==> config.mk <==
export PLATFORM = sky130hd
export DESIGN_NAME = sand_sweep_ctrl
export DESIGN_NICKNAME = d
export VERILOG_FILES = /design/src/rtl/sand_pkg.sv /design/src/rtl/sand_addr_gen.sv /design/src/rtl/sand_sweep_ctrl.sv
export SDC_FILE = /design/constraint.sdc
export NUM_CORES = 1
export LEC_CHECK = 0
export BUFFER_PORTS_ARGS = -buffer_cell sky130_fd_sc_hd__buf_2
export CAP_MARGIN = 20
export CORE_ASPECT_RATIO = 1.1
export CORE_MARGIN = 4
export CORE_UTILIZATION = 45
export CTS_CLUSTER_DIAMETER = 40
export DETAILED_ROUTE_END_ITERATION = 7
export PLACE_DENSITY = 0.76
export SYNTH_ARGS = -nofsm -noshare
export SYNTH_HDL_FRONTEND = slang
export SYNTH_HIERARCHICAL = 1
export SYNTH_SLANG_ARGS = --single-unit
==> constraint.sdc <==
create_clock -name clk -period 5.8 [get_ports clk]
set_clock_uncertainty 0.05 [all_clocks]
set_input_delay 0.87 -clock clk [delete_from_list [all_inputs] [get_ports clk]]
set_output_delay 0.87 -clock clk [all_outputs]
set_load 0.05 [all_outputs]
==> src/rtl/sand_pkg.sv <==
// Shared types and constants for the sand physics sweep logic.
// Cell encoding, word geometry and the sweep sequencer state set.
package sand_pkg;

  typedef logic [1:0] cell_t;

  localparam cell_t AIR     = 2'd0;
  localparam cell_t SAND    = 2'd1;
  localparam cell_t SAND_AM = 2'd2;
  localparam cell_t WALL    = 2'd3;

  localparam int CELLS_PER_WORD = 16;

  typedef enum logic [2:0] {
    IDLE,
    RD_R,
    RD_F,
    CAP,
    WR_R,
    WR_F
  } sweep_state_t;

endpackage

==> src/rtl/sand_addr_gen.sv <==
// Row/word counters, framebuffer address generation and edge flags.
// Ports: load/adv step the counters; addr_*_nxt give next-cycle addresses;
// last/at_* report counter position. Macro SAND_SPOUT_EN adds the spout match.
module sand_addr_gen
  import sand_pkg::*;
#(
  parameter int WIDTH_WORDS = 20,
  parameter int HEIGHT      = 120,
  parameter int ADDR_W      = 12,
  parameter int SPOUT_WORD  = 10
) (
  input  logic              clk,
  input  logic              reset,
  input  logic              load,
  input  logic              adv,
  output logic [ADDR_W-1:0] addr_r_nxt,
  output logic [ADDR_W-1:0] addr_f_nxt,
  output logic              last,
  output logic              at_begin,
  output logic              at_end,
  output logic              at_bottom,
  output logic              at_spout
);

  localparam int RW = (HEIGHT > 2) ? $clog2(HEIGHT) : 1;
  localparam int WW = (WIDTH_WORDS > 1) ? $clog2(WIDTH_WORDS) : 1;
  localparam logic [RW-1:0] ROW_TOP  = RW'(HEIGHT - 2);
  localparam logic [WW-1:0] WORD_END = WW'(WIDTH_WORDS - 1);

  if (SPOUT_WORD < 0 || SPOUT_WORD >= WIDTH_WORDS) begin : g_bad_spout
    $error("SPOUT_WORD out of range");
  end

  logic [RW-1:0] row_q, row_d;
  logic [WW-1:0] word_q, word_d;

  // After the final pair the counters reload instead of wrapping.
  always_comb begin
    row_d  = row_q;
    word_d = word_q;
    if (load) begin
      row_d  = ROW_TOP;
      word_d = '0;
    end else if (adv) begin
      if (word_q == WORD_END) begin
        word_d = '0;
        row_d  = (row_q == '0) ? ROW_TOP : row_q - 1'b1;
      end else begin
        word_d = word_q + 1'b1;
      end
    end
  end

  always_ff @(posedge clk) begin
    if (reset) begin
      row_q  <= ROW_TOP;
      word_q <= '0;
    end else begin
      row_q  <= row_d;
      word_q <= word_d;
    end
  end

  // Addresses follow the next counter values so the
  // controller can register them alongside its state.
  assign addr_r_nxt = ADDR_W'(row_d) * ADDR_W'(WIDTH_WORDS)
                    + ADDR_W'(word_d);
  assign addr_f_nxt = addr_r_nxt + ADDR_W'(WIDTH_WORDS);

  assign last      = (row_q == '0) && (word_q == WORD_END);
  assign at_begin  = (word_q == '0);
  assign at_end    = (word_q == WORD_END);
  assign at_bottom = (row_q == ROW_TOP);

`ifdef SAND_SPOUT_EN
  assign at_spout = (row_q == '0) && (word_q == WW'(SPOUT_WORD));
`else
  assign at_spout = 1'b0;
`endif

endmodule

==> src/rtl/sand_sweep_ctrl.sv <==
// Frame sweep sequencer: read region/floor pair, feed datapath, write back.
// Ports: frame_start/busy/done/overrun control, mem_* RAM port, dp_* datapath.
// Macro SAND_SPOUT_EN enables the spout flag at row 0, word SPOUT_WORD.
module sand_sweep_ctrl
  import sand_pkg::*;
#(
  parameter int WIDTH_WORDS = 20,
  parameter int HEIGHT      = 120,
  parameter int ADDR_W      = 12,
  parameter int SPOUT_WORD  = 10
) (
  input  logic              clk,
  input  logic              reset,
  input  logic              frame_start,
  output logic              busy,
  output logic              done,
  output logic              overrun,
  output logic              mem_req,
  input  logic              mem_gnt,
  output logic              mem_we,
  output logic [ADDR_W-1:0] mem_addr,
  output logic [31:0]       mem_wdata,
  input  logic [31:0]       mem_rdata,
  output logic [31:0]       dp_region,
  output logic [31:0]       dp_floor,
  output logic              dp_screenbegin,
  output logic              dp_screenend,
  output logic              dp_screenbottom,
  output logic              dp_spout,
  input  logic [31:0]       dp_new_region,
  input  logic [31:0]       dp_new_floor
);

  if (HEIGHT < 2) begin : g_bad_height
    $error("HEIGHT must be at least 2");
  end
  if ((2 ** ADDR_W) < WIDTH_WORDS * HEIGHT) begin : g_bad_addr
    $error("ADDR_W too narrow for framebuffer");
  end

  sweep_state_t      state_q, state_d;
  logic              busy_q, busy_d;
  logic              done_q, done_d;
  logic              ovr_q, ovr_d;
  logic              req_q, req_d;
  logic              we_q, we_d;
  logic [ADDR_W-1:0] addr_q, addr_d;
  logic [31:0]       reg_q, reg_d;
  logic [31:0]       flr_q, flr_d;
  logic              capr_q, capr_d;

  logic              load, adv, last, win;
  logic              at_begin, at_end, at_bottom, at_spout;
  logic [ADDR_W-1:0] addr_r_nxt, addr_f_nxt;
  logic              granted;

  sand_addr_gen #(
    .WIDTH_WORDS(WIDTH_WORDS),
    .HEIGHT     (HEIGHT),
    .ADDR_W     (ADDR_W),
    .SPOUT_WORD (SPOUT_WORD)
  ) u_addr (
    .clk       (clk),
    .reset     (reset),
    .load      (load),
    .adv       (adv),
    .addr_r_nxt(addr_r_nxt),
    .addr_f_nxt(addr_f_nxt),
    .last      (last),
    .at_begin  (at_begin),
    .at_end    (at_end),
    .at_bottom (at_bottom),
    .at_spout  (at_spout)
  );

  assign granted = req_q & mem_gnt;

  always_comb begin
    state_d = state_q;
    load    = 1'b0;
    adv     = 1'b0;
    done_d  = 1'b0;
    ovr_d   = ovr_q;
    capr_d  = 1'b0;
    unique case (state_q)
      IDLE: begin
        // done_q marks the first idle cycle; a start
        // there collides with the finishing sweep.
        if (frame_start) begin
          if (done_q) begin
            ovr_d = 1'b1;
          end else begin
            state_d = RD_R;
            load    = 1'b1;
          end
        end
      end
      RD_R: if (granted) begin
        state_d = RD_F;
        capr_d  = 1'b1;
      end
      RD_F: if (granted) state_d = CAP;
      CAP:  state_d = WR_R;
      WR_R: if (granted) state_d = WR_F;
      WR_F: if (granted) begin
        adv = 1'b1;
        if (last) begin
          state_d = IDLE;
          done_d  = 1'b1;
        end else begin
          state_d = RD_R;
        end
      end
      default: state_d = IDLE;
    endcase
    if (frame_start && busy_q) ovr_d = 1'b1;

    busy_d = (state_d != IDLE);
    req_d  = state_d inside {RD_R, RD_F, WR_R, WR_F};
    we_d   = state_d inside {WR_R, WR_F};
    addr_d = '0;
    if (state_d inside {RD_R, WR_R}) addr_d = addr_r_nxt;
    if (state_d inside {RD_F, WR_F}) addr_d = addr_f_nxt;

    // Read data arrives the cycle after the grant.
    reg_d = capr_q ? mem_rdata : reg_q;
    flr_d = (state_q == CAP) ? mem_rdata : flr_q;
  end

  always_ff @(posedge clk) begin
    if (reset) begin
      state_q <= IDLE;
      busy_q  <= 1'b0;
      done_q  <= 1'b0;
      ovr_q   <= 1'b0;
      req_q   <= 1'b0;
      we_q    <= 1'b0;
      addr_q  <= '0;
      reg_q   <= '0;
      flr_q   <= '0;
      capr_q  <= 1'b0;
    end else begin
      state_q <= state_d;
      busy_q  <= busy_d;
      done_q  <= done_d;
      ovr_q   <= ovr_d;
      req_q   <= req_d;
      we_q    <= we_d;
      addr_q  <= addr_d;
      reg_q   <= reg_d;
      flr_q   <= flr_d;
      capr_q  <= capr_d;
    end
  end

  // Datapath results settle only after the floor capture,
  // so write data is taken straight from them.
  always_comb begin
    mem_wdata = '0;
    if (state_q == WR_R) mem_wdata = dp_new_region;
    if (state_q == WR_F) mem_wdata = dp_new_floor;
  end

  assign win = state_q inside {CAP, WR_R, WR_F};

  assign busy            = busy_q;
  assign done            = done_q;
  assign overrun         = ovr_q;
  assign mem_req         = req_q;
  assign mem_we          = we_q;
  assign mem_addr        = addr_q;
  assign dp_region       = reg_q;
  assign dp_floor        = flr_q;
  assign dp_screenbegin  = win & at_begin;
  assign dp_screenend    = win & at_end;
  assign dp_screenbottom = win & at_bottom;
  assign dp_spout        = win & at_spout;

endmodule

==> results.yml, run 1 <==
setup_path:
  max_stage_delay_ps: 630
  path_delay_family: "simple AND/OR/NAND/NOR gates"
  crit_chain: "buf_2 -> nand3_1 -> nor2_1 -> buf_4 -> nand3b_1 -> nor2_1 -> nand3_1 -> or3_1 -> xor2_1 -> nand2_1 -> ha_1 -> ha_1 -> a211oi_1 -> nor2_1 -> or4_1 -> xnor2_1 -> nand3_1 -> xor2_1 -> a22o_2"
  slowest_stage: "or4_1"
  crit_buf_inv: 2
  criticalPathCategory: "in -> reg"
  cp.required_ps: 5980
  critPathCaptureType: "flip-flop"
  cp_data_arrival_time_ps: 5200
  cp_max_fo: 7
  start_kind: "input pin"
logic_synthesis:
  async_flop_share_pct: 0
  synth_flop_cell: "dfxtp_1"
  ys_warn_count: 6
  ys_top_cells_by_count: "97 x dfxtp_1, 91 x nor2_1, 77 x nand2_1"
  synth_area_per_cell_um2: 8.60
  yosysTopAreaCellShare_pct: 38.9
  synth-edff-count: 0
  synth_most_common_cell: "dfxtp_1"
  syn_inst: 581
  ys_types: 56
  synth_fp_nets: 702
  synthesis.area_um2: 5000
  synth_largest_area_cell: "dfxtp_1"
  yosysSeqAreaShare_pct: 38.9
  synthTopCellsByArea: "dfxtp_1 39%, mux2i_1 13%, nor2_1 6.8%"
  ys_seq_elements: 97
die:
  ios: 217
  die_h_um: 119
  num_rows: 40
  dieArea_um2: 12900
  start_util_pct: 45.8
  dieWidth_um: 108
  core_region_area_um2: 10900
timing:
  worst_slew_pin_slew_ps: 1070
  slew_headroom_pct: 28.5
  fmax_ghz: 0.199
  tns_ps: 0
  post-route-min-period_ps: 5010
  rsz0062_at_grt: "no"
  drv_slew: 0
  finalSetupViolCount: 0
  min_period_over_period_pct: 86.4
  hold_violations: 0
  whs_ps: 406
power:
  share_comb_of_total_power_pct: 12.7
  leakagePower_nw: 2.92
  irDropWorstVdd_mv: 0.115
  clkPwrFrac_pct: 40.0
  seq_power_share_pct: 47.3
  p_sw_mw: 0.401
  power_density_nw_per_um2: 226
  p_int_mw: 1.05
  switching_share_pct: 27.6
route:
  vias_per_cell: 5.11
  wl_per_cell_um: 15.0
  num_vias: 4727
  drt_pass1_iterations: 4
  routed_wirelength_um: 13800
  drtIter0Drc: 236
  drcViolationCount: 0
  ant_nets: 0
grt:
  met1_usage_pct: 26.1
  overflow: 0
  met2_usage_pct: 35.2
  track_usage_pct: 20.6
  busiest_layer: "met2"
  grt_max_degree: 88
  grt_pass1_vias: 4546
  grt_pass1_wl_um: 21900
  grt_util_met3_pct: 4.42
  antenna_found_initial: 0
final_layout:
  fill_cells: 993
  drive_gt1_share_pct: 33.2
  n_antenna_cell: 0
  area_delta_synth_final_pct: 28.7
  fin_nets: 894
run_status:
  status: "completed"
place:
  dp_hpwl_um: 10700
  routabilityCongestion: 0.876
  portBuffers: 215
clocking:
  cts_buffers: 9
  clk_pin_slew_ps: 70
  cts_tree: "built"
  cts_root_buffer: "clkbuf_16"
  htree_levels: 3
  cts_sinks: 97
  cts_resized: 0
  clock_latency_ps: 340
  postCtsSetupBuffers: 0
  max-clock-path-buffers: 2
  holdBufCountCts: 0
job:
  max_cap_violations: 0
min_path:
  worstHoldPathType: "reg -> reg"
cell usage in the layout (no fill, tap or decap), types with 3 or more instances in the layout:
cell type  instances
or3b_1             3
ha_1              19
dfxtp_1           95
xor2_1            12
nand4_1            3
nand3b_1           3
a31oi_1            5
inv_8              4
nor3b_1            4
nor3_1            11
nor2b_1            6
nand3_1            6
xnor2_1            9
buf_4              6
nor2_1            91
or4_1              3
nand2b_1           7
a21oi_1           42
o21ai_0            7
nand2_1           77
mux2i_1           67
and2_1             6
a22o_2            10
a21o_1             5
inv_1             13
buf_2            215
clkbuf_16          9
worst paths after layout:
kind	to	start	slack, ps	cells after the start
min	dp_floor[13]	dp_floor[13]	410	2
max reg2reg	mem_addr[10]	state_q[2]	850	18
max	mem_addr[10]	mem_gnt	790	19
min reg2reg	dp_floor[13]	dp_floor[13]	410	2
worst register-to-register path: stages (launching register included):
cell and delay [ps]:
dfxtp_1 630, nand2b_1 130, nor2_1 130, buf_4 160, nand3b_1 150, nor2_1 260, nand3_1 140, or3_1 330
xor2_1 190, nand2_1 110, ha_1 290, ha_1 240, a211oi_1 380, nor2_1 110, or4_1 630, xnor2_1 370
nand3_1 140, xor2_1 170, a22o_2 230
registers in the layout, indices dropped and copies added, names as in the netlist:
name and flops:
mem_addr 12, u_addr/row_q 7, state_q 3, done 1, u_addr/word_q 5, dp_region 32, overrun 1, mem_we 1
busy 1, dp_floor 32, mem_req 1, capr_q 1
kinds of logic after synthesis:
kind of cell    count (synthesis)  share of synthesized area, %
simple gates                  233                          21.2
flops                          97                          38.9
compound gates                 85                          11.6
mux                            68                          13.6
buf+inv                        54                          4.88
xor+xnor                       22                          4.16
fa+ha+maj                      21                          5.56
other cells                     1                        0.0751
layer usage:
layer / share of wire (%) / routed length, µm
met5: 0 / 0
met4: 1.3 / 186
met3: 6.5 / 895
met2: 49 / 6840
met1: 43 / 5910
per-stage QoR:
step	util, %	std cells	instance area, µm²	setup WS (ps)	total power, mW
global placement	55.9	907	6100	653	0.880
finish	58.9	925	6430	787	1.45
floorplan	-	581	5000	870	0.821
detailed placement	56.2	909	6140	449	0.885
CTS	58.9	925	6430	789	1.47
global route	58.9	925	6430	401	1.51
layout make-up:
class | instances | area, µm² | share of cell area, %
tap | 147 | 184 | 2.86
timing repair buffer | 222 | 1150 | 17.9
inverter | 13 | 48.8 | 0.759
multi-input combinational | 430 | 2810 | 43.7
sequential | 97 | 1940 | 30.2
clock buffer | 9 | 225 | 3.50
clock inverter | 7 | 70.1 | 1.09
power by group through the flow:
stage	clock network (mW)	registers, mW	logic [mW]
after floorplan	0	0.736	0.0849
after global placement	0	0.702	0.178
after detailed placement	0	0.702	0.183
after CTS	0.595	0.687	0.184
after global routing	0.621	0.688	0.197
final	0.581	0.687	0.184
(Power assumes the default switching activity.)
==> run 2, diff against run 1 <==
--- a/config.mk
+++ b/config.mk
@@ -7,12 +7,15 @@
 export LEC_CHECK = 0
 export BUFFER_PORTS_ARGS = -buffer_cell sky130_fd_sc_hd__buf_2
 export CAP_MARGIN = 20
+export CELL_PAD_IN_SITES_DETAIL_PLACEMENT = 2
+export CELL_PAD_IN_SITES_GLOBAL_PLACEMENT = 2
 export CORE_ASPECT_RATIO = 1.1
 export CORE_MARGIN = 4
-export CORE_UTILIZATION = 45
+export CORE_UTILIZATION = 26
 export CTS_CLUSTER_DIAMETER = 40
 export DETAILED_ROUTE_END_ITERATION = 7
-export PLACE_DENSITY = 0.76
+export PLACE_DENSITY_LB_ADDON = 0.1
+export SKIP_LAST_GASP = 1
 export SYNTH_ARGS = -nofsm -noshare
 export SYNTH_HDL_FRONTEND = slang
 export SYNTH_HIERARCHICAL = 1
==> run 2 against run 1 <==
  * Global-route usage down 4.5 points
  * Sequential share of layout area down 0.57 points
  * Highest routed layer unchanged
  * Worst setup slack worse by 190 ps
  * Combinational power up 2%
  * Maximum frequency down 3.7%
  * Sequential power about the same
  * Non-clock buffer count up 1
  * Design area up 1.9%
  * Flip-flop and latch count unchanged
  * Largest power group unchanged
  * Clock-buffer cell count unchanged
  * Total power up 3.7%
==> results.yml, run 2 (same netlist as run 1, synthesis figures left out) <==
clocking:
  htree_levels: 3
  clk_pin_slew_ps: 70
  max-clock-path-buffers: 2
  clock_latency_ps: 340
  postCtsSetupBuffers: 0
  holdBufCountCts: 0
  cts_buffers: 9
  cts_resized: 0
  cts_root_buffer: "clkbuf_16"
  cts_sinks: 97
  cts_tree: "built"
timing:
  rsz0062_at_grt: "no"
  post-route-min-period_ps: 5210
  hold_violations: 0
  tns_ps: 0
  worst_slew_pin_slew_ps: 1100
  drv_slew: 0
  slew_headroom_pct: 26.4
  finalSetupViolCount: 0
  min_period_over_period_pct: 89.8
  fmax_ghz: 0.192
route:
  drtIter0Drc: 122
  ant_nets: 0
  vias_per_cell: 4.74
  drcViolationCount: 0
  routed_wirelength_um: 17900
  wl_per_cell_um: 17.5
  num_vias: 4848
  drt_pass1_iterations: 4
grt:
  grt_pass1_wl_um: 28600
  grt_pass1_vias: 5299
  grt_max_degree: 85
  track_usage_pct: 16.1
  overflow: 0
  antenna_found_initial: 1
die:
  core_region_area_um2: 18700
  dieArea_um2: 21500
  num_rows: 52
  start_util_pct: 26.8
  die_h_um: 153
  ios: 217
  dieWidth_um: 140
final_layout:
  fin_nets: 895
  final_cell_mix: "215 x buf_2, 95 x dfxtp_1, 91 x nor2_1"
  final_common_cell: "buf_2"
  drive_gt1_share_pct: 33.2
  final_util_pct: 35.1
  stdcell_area_um2: 6560
  area_delta_synth_final_pct: 31.2
setup_path:
  criticalPathCategory: "in -> reg"
  cp_max_fo: 7
  critPathCaptureType: "flip-flop"
  cp_data_arrival_time_ps: 5400
  cp.required_ps: 5990
  start_kind: "input pin"
power:
  finalPower_mw: 1.51
  irDropWorstVdd_mv: 0.137
  leakagePower_nw: 2.93
  power_density_nw_per_um2: 230
run_status:
  status: "completed"
place:
  portBuffers: 215
  routabilityCongestion: 0.770
  place_area_um2: 6240
  dp_hpwl_um: 13600
job:
  max_cap_violations: 0
min_path:
  worstHoldPathType: "reg -> reg"
[run 2: cell types whose count changed in the layout (fill, tap and decap cells not counted), sizes merged]
cell	previous run	this run
bufinv	0	1
diode	0	1
clkinv	2	1
buf	222	223
[run 2: report_power, final]
part	internal, mW	switching [mW]
logic	0.0688	0.120
registers	0.677	0.00911
clock network	0.343	0.287
total	1.09	0.415
[run 2: path summary, 6_finish.rpt]
kind / from / endpoint / slack (ps) / cells after the start
worst min-delay path: dp_floor[30] / dp_floor[30] / 410 / 2
worst max register to register: state_q[2] / mem_addr[10] / 620 / 18
worst min register to register: dp_floor[30] / dp_floor[30] / 410 / 2
worst max-delay path: mem_gnt / mem_addr[10] / 590 / 19
[run 2: cell type report]
type	instances	area (µm²)
multi-input combinational	430	2810
fill	2148	12100
sequential	97	1940
clock inverter	7	83.8
antenna	1	2.50
timing repair buffer	223	1140
inverter	13	48.8
tap	243	304
clock buffer	9	225
[run 2: through the flow]
step                setup WS (ps)  hold WS [ps]  instances
CTS                           520           410       1022
detailed placement            165           400       1006
floorplan                     870           442        581
global route                  135           421       1023
finish                        594           406       1023
global placement              544           389       1006
[run 2: worst max-delay path, cell delays in order]
cell and delay, ps:
buf_2 150, nand3_1 160, nor2_1 130, buf_4 160, nand3b_1 160, nor2_1 270, nand3_1 150, or3_1 360
xor2_1 190, nand2_1 120, ha_1 300, ha_1 250, a211oi_1 430, nor2_1 110, or4_1 630, xnor2_1 390
nand3_1 150, xor2_1 170, a22o_2 230
[run 2: per-layer routing]
metal | global-route usage (%) | up-vias | routed length, µm
met5 | 0 | - | 0
met1 | 19.1 | 2336 | 7400
met3 | 4.44 | 11 | 1050
li1 | - | 2356 | -
met4 | 2.54 | 0 | 148
met2 | 29.4 | 145 | 9260
==> run 3, diff against run 2 <==
--- a/config.mk
+++ b/config.mk
@@ -15,8 +15,10 @@
 export CTS_CLUSTER_DIAMETER = 40
 export DETAILED_ROUTE_END_ITERATION = 7
 export PLACE_DENSITY_LB_ADDON = 0.1
+export RECOVER_POWER = 25
 export SKIP_LAST_GASP = 1
 export SYNTH_ARGS = -nofsm -noshare
 export SYNTH_HDL_FRONTEND = slang
 export SYNTH_HIERARCHICAL = 1
 export SYNTH_SLANG_ARGS = --single-unit
+export TNS_END_PERCENT = 5
==> run 3 against run 2 <==
  * Sequential share of layout area increased by 0.13 points
  * The flow now finishes with violations (max-capacitance violations, max-slew violations)
  * Clock-buffer cell count unchanged
  * Sequential power is essentially flat
==> results.yml, run 3 (same netlist as run 1, synthesis figures left out) <==
route:
  routed_wirelength_um: 17900
  num_vias: 4843
  vias_per_cell: 4.73
  drcViolationCount: 0
  ant_nets: 0
  wl_per_cell_um: 17.5
  drtIter0Drc: 137
  drt_pass1_iterations: 4
timing:
  post-route-min-period_ps: 5200
  final.setup.worst_slack_ps: 595
  worst_slew_pin_slew_ps: 3910
  drv_slew: 85
  tns_ps: 0
  hold_violations: 0
  finalSetupViolCount: 0
  slew_headroom_pct: -161
  rsz0062_at_grt: "no"
  min_period_over_period_pct: 89.7
  fmax_ghz: 0.192
power:
  leakagePower_nw: 2.84
  p_sw_mw: 0.416
  power_density_nw_per_um2: 230
  switching_share_pct: 27.7
  p_int_mw: 1.09
  irDropWorstVdd_mv: 0.137
  share_comb_of_total_power_pct: 12.4
  clkPwrFrac_pct: 41.9
  seq_power_share_pct: 45.7
run_status:
  status: "complete, but fails checks"
  violations: "max-capacitance violations, max-slew violations"
grt:
  grt_pass1_vias: 5299
  antenna_found_initial: 1
  track_usage_pct: 16.1
  overflow: 0
  grt_pass1_wl_um: 28600
  grt_max_degree: 85
die:
  core_region_area_um2: 18700
  dieWidth_um: 140
  ios: 217
  dieArea_um2: 21500
  num_rows: 52
  die_h_um: 153
  start_util_pct: 26.8
place:
  routabilityCongestion: 0.770
  dp_hpwl_um: 13600
  portBuffers: 215
  place_ws_ps: 165
min_path:
  hold_depth: 2
  min_to: "dp_floor[30]"
  worstHoldPathType: "reg -> reg"
  hp-start: "dp_floor[30]"
setup_path:
  start_kind: "input pin"
  r2r_start: "state_q[2]"
  cp_data_arrival_time_ps: 5390
  cp_max_fo: 7
  criticalPathCategory: "in -> reg"
  critPathCaptureType: "flip-flop"
  r2r_cells: 18
  r2r_slack_ps: 630
  r2r_end: "mem_addr[10]"
  cp.required_ps: 5990
clocking:
  cts_sinks: 97
  holdBufCountCts: 0
  htree_levels: 3
  cts_tree: "built"
  cts_root_buffer: "clkbuf_16"
  postCtsSetupBuffers: 0
  cts_buffers: 9
  clk_pin_slew_ps: 70
  cts_resized: 0
  clock_latency_ps: 340
  max-clock-path-buffers: 2
final_layout:
  final_common_cell: "buf_2"
  area_delta_synth_final_pct: 30.7
  final_util_pct: 35.0
  final_cell_mix: "196 x buf_2, 95 x dfxtp_1, 91 x nor2_1"
  fin_nets: 895
  drive_gt1_share_pct: 30.7
job:
  max_cap_violations: 1
-- run 3: power by group through the flow --
| stage | registers [mW] | logic, mW | clock network [mW] |
|---|---|---|---|
| 2_1_floorplan | 0.736 | 0.0849 | 0 |
| 3_3_place_gp | 0.702 | 0.185 | 0 |
| 3_5_place_dp | 0.702 | 0.191 | 0 |
| 4_1_cts | 0.687 | 0.192 | 0.659 |
| 5_1_grt | 0.689 | 0.203 | 0.687 |
| 6_report | 0.687 | 0.187 | 0.631 |
-- run 3: worst max path at each step --
stage | startpoint | end | slack (ps) | depth (start not counted)
after floorplan | mem_gnt | mem_addr[10] | 870 | 19
after global placement | mem_gnt | mem_addr[10] | 540 | 19
after detailed placement | mem_gnt | mem_addr[10] | 160 | 19
after CTS | state_q[2] | mem_addr[10] | 520 | 18
after global routing | state_q[2] | mem_addr[10] | 130 | 18
final | mem_gnt | mem_addr[10] | 600 | 19
-- run 3: per-stage QoR --
stage	instances	hold WS (ps)	total power, mW	area, µm²
after global placement	1006	389	0.887	6240
after floorplan	581	442	0.821	5000
after CTS	1022	410	1.54	6550
after detailed placement	1006	400	0.893	6240
final	1023	407	1.50	6530
after global routing	1023	424	1.58	6530
-- run 3: worst max-delay path, stage by stage --
cell and delay [ps]:
buf_2 150, nand3_1 160, nor2_1 130, buf_4 160, nand3b_1 150, nor2_1 270, nand3_1 150, or3_1 360
xor2_1 190, nand2_1 120, ha_1 300, ha_1 250, a211oi_1 430, nor2_1 110, or4_1 630, xnor2_1 390
nand3_1 150, xor2_1 170, a22o_2 230
-- run 3: layout make-up --
cell class	count	area, µm²
Inverter	13	48.8
Clock inverter	7	83.8
Fill cell	2154	12100
Antenna cell	1	2.50
Multi-Input combinational cell	430	2810
Tap cell	243	304
Clock buffer	9	225
Sequential cell	97	1940
Timing Repair Buffer	223	1110
-- run 3: per-layer routing --
metal / GRT usage [%] / part of all wire, % / vias up
met4: 2.54 / 0.83 / 0
met5: 0 / 0 / -
li1: - / - / 2354
met1: 19.1 / 41 / 2333
met3: 4.44 / 5.9 / 11
met2: 29.4 / 52 / 145
